[src/rtl/fifo_wr_arbiter.sv]
// Round-robin arbiter sharing the link FIFO write port between NUM_REQ byte
// producers; each grant is capped at MAX_BURST accepted bytes.
module fifo_wr_arbiter #(
  parameter int NUM_REQ   = 4,
  parameter int MAX_BURST = 4,
  parameter int DATA_W    = 8
) (
  input  logic                      clk,
  input  logic                      rst_n,
  input  logic [NUM_REQ-1:0]        req,
  input  logic [NUM_REQ*DATA_W-1:0] req_data,
  input  logic                      full,
  output logic [NUM_REQ-1:0]        ack,
  output logic [NUM_REQ-1:0]        grant,
  output logic                      wr_fifo,
  output logic [DATA_W-1:0]         wr_data,
  output logic                      busy
);

  localparam int PTR_W = $clog2(NUM_REQ);

  typedef enum logic {IDLE, GRANT} state_t;

  state_t             state_reg, state_next;
  logic [NUM_REQ-1:0] grant_reg, grant_next;
  logic [PTR_W-1:0]   rr_ptr_reg, rr_ptr_next;
  logic [PTR_W-1:0]   gidx_reg, gidx_next;
  logic [3:0]         burst_cnt_reg, burst_cnt_next;
  logic               busy_reg, busy_next;

  logic [PTR_W-1:0]   cand_idx [NUM_REQ];
  logic [NUM_REQ-1:0] cand_req;
  logic [NUM_REQ-1:0] win_onehot;
  logic [PTR_W-1:0]   win_idx;
  logic               win_valid;
  logic [DATA_W-1:0]  slice_data [NUM_REQ];
  logic               req_g;
  logic [PTR_W-1:0]   after_g;

  // Candidate k is requester (rr_ptr + k) mod NUM_REQ; k = 0 has top priority.
  generate
    for (genvar gi = 0; gi < NUM_REQ; gi++) begin : g_cand
      logic [PTR_W:0] sum;
      assign sum          = {1'b0, rr_ptr_reg} + (PTR_W+1)'(gi);
      assign cand_idx[gi] = (sum >= (PTR_W+1)'(NUM_REQ)) ?
                            PTR_W'(sum - (PTR_W+1)'(NUM_REQ)) : PTR_W'(sum);
      assign cand_req[gi] = req[cand_idx[gi]];
      assign win_onehot[gi] = (win_idx == PTR_W'(gi));
    end
  endgenerate

  always_comb begin
    win_valid = 1'b0;
    win_idx   = '0;
    for (int k = NUM_REQ - 1; k >= 0; k--) begin
      if (cand_req[k]) begin
        win_valid = 1'b1;
        win_idx   = cand_idx[k];
      end
    end
  end

  // Grant is only non-zero in GRANT, so these AND-OR terms also force idle zeros.
  generate
    for (genvar gi = 0; gi < NUM_REQ; gi++) begin : g_port
      assign ack[gi]        = grant_reg[gi] & req[gi] & ~full;
      assign slice_data[gi] = grant_reg[gi] ? req_data[gi*DATA_W +: DATA_W] : '0;
    end
  endgenerate

  always_comb begin
    wr_data = '0;
    for (int k = 0; k < NUM_REQ; k++) begin
      wr_data = wr_data | slice_data[k];
    end
  end

  assign wr_fifo = |ack;
  assign grant   = grant_reg;
  assign busy    = busy_reg;
  assign req_g   = |(grant_reg & req);
  assign after_g = (gidx_reg == PTR_W'(NUM_REQ - 1)) ? '0 : gidx_reg + 1'b1;

  always_comb begin
    state_next     = state_reg;
    grant_next     = grant_reg;
    rr_ptr_next    = rr_ptr_reg;
    gidx_next      = gidx_reg;
    burst_cnt_next = burst_cnt_reg;
    busy_next      = busy_reg;
    case (state_reg)
      IDLE: begin
        if (win_valid) begin
          state_next     = GRANT;
          grant_next     = win_onehot;
          gidx_next      = win_idx;
          burst_cnt_next = '0;
          busy_next      = 1'b1;
        end
      end
      GRANT: begin
        // Releasing req or exhausting the burst both hand priority to g+1.
        if (!req_g || (wr_fifo && burst_cnt_reg == 4'(MAX_BURST - 1))) begin
          state_next  = IDLE;
          grant_next  = '0;
          busy_next   = 1'b0;
          rr_ptr_next = after_g;
        end else if (wr_fifo) begin
          burst_cnt_next = burst_cnt_reg + 4'd1;
        end
      end
      default: begin
        state_next = IDLE;
        grant_next = '0;
        busy_next  = 1'b0;
      end
    endcase
  end

  always_ff @(posedge clk) begin
    if (!rst_n) begin
      state_reg     <= IDLE;
      grant_reg     <= '0;
      rr_ptr_reg    <= '0;
      gidx_reg      <= '0;
      burst_cnt_reg <= '0;
      busy_reg      <= 1'b0;
    end else begin
      state_reg     <= state_next;
      grant_reg     <= grant_next;
      rr_ptr_reg    <= rr_ptr_next;
      gidx_reg      <= gidx_next;
      burst_cnt_reg <= burst_cnt_next;
      busy_reg      <= busy_next;
    end
  end

endmodule

[config.mk]
export PLATFORM = sky130hd
export DESIGN_NAME = fifo_wr_arbiter
export DESIGN_NICKNAME = d
export VERILOG_FILES = /design/src/rtl/fifo_wr_arbiter.sv
export SDC_FILE = /design/constraint.sdc
export NUM_CORES = 1
export LEC_CHECK = 0
export CORE_MARGIN = 3
export CORE_UTILIZATION = 36
export CTS_CLUSTER_DIAMETER = 200
export DETAILED_ROUTE_END_ITERATION = 16
export GPL_ROUTABILITY_DRIVEN = 0
export GPL_TIMING_DRIVEN = 0
export PLACE_DENSITY = 0.78
export SLEW_MARGIN = 20
export SYNTH_ARGS = -nofsm -noshare
export SYNTH_HDL_FRONTEND = slang
export SYNTH_SLANG_ARGS = --single-unit
[constraint.sdc]
create_clock -name clk -period 2 [get_ports clk]
set_input_delay 0.2 -clock clk [delete_from_list [all_inputs] [get_ports clk]]
set_output_delay 0.2 -clock clk [all_outputs]
set_load 0.01 [all_outputs]
==> results by group <==
Run status
  – Outcome: complete, no violations

Final layout
  – Layout Area Growth over Synthesis: 69.0%
  – Nets: 220
  – N_diodes: 0
  – Non-Filler Instances: 206
  – Layout cells sized above 1: 6.74%
  – Post-Layout Inst Area: 1570 sq um
  – Fill count: 208

Yosys
  – Avg Cell Area, Syn: 7.88 sq um
  – Yosys warns: 0
  – Post-synthesis cell area: 930 sq um
  – Register area share after synthesis: 30.1%
  – Unique masters post-synth: 32
  – Synth Instances: 118
  – #FFs+latches synth: 14
  – Syn nets: 159

Power and ir drop
  – IR drop worst, VDD: 0.000524 V
  – Power per standard cell area: 552 nW/um^2
  – Pleak: 0.000613 uW

Hold path
  – Worst hold stages: 2
  – Hold path start: rr_ptr_reg[0]
  – Hold WC Path Type: flop to flop
  – Hold endpoint: rr_ptr_reg[0]

Setup path
  – Worst R2R Start: burst_cnt_reg[0]
  – FF-to-FF End: burst_cnt_reg[3]
  – Critical path data arrival time: 1.68 ns
  – Delay of the slowest critical-path stage: 0.54 ns
  – Critical path class: flop to output pin
  – CP cell instances: clkbuf_2, a22oi_1, nand2_1, clkdlybuf4s50_1
  – R2r setup slk: 0.32 ns
  – Req. time, crit path: 1.80 ns
  – Worst path bufs/invs: 2
  – Worst setup EP type: output pin
  – Critical Path Fanout Max: 10
  – Max stage delay cell, worst path: clkdlybuf4s50_1
  – Worst r2r path cells: 5
  – Critical path's top delay family: buffers and inverters
  – Critical path launch point type: flop

Route
  – Routed wire per std cell: 15.7 microns
  – 1st-iter DRT viols: 42
  – Vias per cell: 5.55
  – DRT Pass-1 Iters: 4
  – Total Wirelength: 3230 microns
  – Antenna viol nets, final: 0
  – Drt drc: 0
  – DR vias: 1,143

STA
  – Endpoints failing setup: 0
  – Slew @ Worst Pin: 0.546 ns
  – Final Hold Vio Count: 0
  – Fmax: 0.533 GHz
  – Pins Over Slew Limit: 0
  – Post-route clock skew: 0.00563 ns
  – Max_slew headroom: 63.3%
  – RSZ-0062 raised after global routing: false
  – Setup TNS: 0 ns
  – Hold Slack: 0.481 ns
  – Min cycle time layout: 1.88 ns
  – Fin crit share: 93.8%

Placement
  – PortBufs: 56
  – Placed cell area: 1530 sq um
  – Dpl cells: 202
  – Dpl hpwl: 2580 microns

GRT
  – Vias in the first global route: 1,045
  – Pin count of the biggest net entering global routing: 11
  – Initial antenna violation count: 0
  – Global-route wire length before repair: 5260 microns
  – Global route total overflow: 0
  – Tot GR Track Use: 20.3%

Die
  – Num ports: 57
  – Die ar.: 3230 sq um
  – Die Span Y: 56.8 microns
  – Starting Density: 40.1%
  – Core Area: 2320 sq um
  – Site row count: 17
  – Chip Width: 56.8 microns

Clocking
  – TritonCTS clock tree: done
  – Clk buf depth: 2
  – Clk sinks: 14
  – CTS Root Cell: clkbuf_4
  – H-tree levels: 1
  – Cts hold-fix bufs: 0
  – TritonCTS Buffers: 3
  – Clk Latency, worst-skew pair: 0.29 ns
  – Worst-path clk slew: 0.09 ns

Run
  – Max Cap Violations: 0
==> layout by cell type, fill, tap and decap left out, types with 2 or more instances in the layout <==
cell type / instances
clkbuf_1: 2
a32o_1: 4
clkbuf_2: 4
o31ai_1: 2
and2_1: 2
nand2b_1: 3
a21oi_1: 8
clkdlybuf4s50_1: 54
mux2i_1: 3
clkbuf_4: 3
dfxtp_1: 14
o21ai_0: 3
a22oi_1: 17
nor2_1: 8
nand3_1: 2
nor3_1: 2
a21boi_0: 2
nand2_1: 17
dlymetal6s2s_1: 2
inv_1: 2
ha_1: 2
a21o_1: 2
o21a_1: 2
nor2b_1: 5
==> area by class of cell <==
class,count,area (sq um),share of cell area [%]
clock buffers,4,36.3,2.31
repair buffers,56,566,36.0
well taps,28,35.0,2.23
flip-flops and latches,14,280,17.8
multi-input cells,96,619,39.4
inverters,2,7.51,0.478
plain buffers,6,27.5,1.75
==> tightest hold or removal path, stage by stage (launching register included) <==
cell and delay [ns]:
dfxtp_1 0.33, nand2_1 0.06, mux2i_1 0.06
==> metrics by stage <==
step,utilization [%],setup slack [ns],total power (uW)
2_1_floorplan,-,0.465,466
3_5_place_dp,65.8,-0.161,656
3_3_place_gp,65.8,-0.108,649
6_report,67.8,0.125,867
5_1_grt,67.8,0.00769,918
4_1_cts,67.6,0.0504,866
==> what timing repair did <==
action / 4_1_cts / 5_1_grt
setup endpoints to repair: 8 / 2
buffers inserted: 0 / 0
gates resized for setup: 4 / 2
==> routing by layer <==
layer	track usage (%)	part of all wire, %
met5	0	0
met2	30.0	44
met3	5.29	6.9
met4	3.31	0.90
met1	29.8	48
==> cells in the mapped netlist, drive strengths merged <==
library cell / instances / share of area, %
a22oi: 18 / 15
nand2: 17 / 6.9
dfxtp: 14 / 30
a21oi: 8 / 4.3
nor2: 8 / 3.2
clkbuf: 6 / 2.4
nor2b: 5 / 3.4
a32o: 4 / 4.3
o21ai: 4 / 2.2
mux2i: 3 / 3.2
nand2b: 3 / 2.0
a21boi: 2 / 1.6
a21o: 2 / 1.6
and2: 2 / 1.3
ha: 2 / 2.7
inv: 2 / 0.81
nand3: 2 / 1.1
nor3: 2 / 1.1
o21a: 2 / 1.6
o31ai: 2 / 1.6
a211oi: 1 / 0.81
a31o: 1 / 0.94
nor4: 1 / 1.3
nor4b: 1 / 0.94
o221ai: 1 / 0.94
o311ai: 1 / 0.94
o31a: 1 / 1.1
o41ai: 1 / 0.94
or3: 1 / 0.67
or4: 1 / 0.81
==> power by group <==
part,total (uW),leakage (uW),switching (uW),internal [uW]
sequential,313,0.000115,14.2,299
clock,213,0.0000210,102,111
combinational,341,0.000478,150,191
==> cells by family after synthesis <==
group / synth area share, %
AOI/OAI and AO/OA: 38.0
adders and majority gates: 2.69
buffers and inverters: 3.23
DFF: 30.1
muxes: 3.23
and+or+nand+nor: 22.7
==> how the worst max path moves through the flow <==
stage / from / depth (start not counted) / endpoint
2_1_floorplan: burst_cnt_reg[0] / 5 / burst_cnt_reg[3]
3_3_place_gp: req[3] / 5 / grant[0]
3_5_place_dp: req[3] / 5 / grant[0]
4_1_cts: req[3] / 4 / wr_fifo
5_1_grt: grant[2] / 4 / wr_data[2]
6_report: grant[0] / 4 / wr_data[2]
Power figures use the tool's default switching activity.
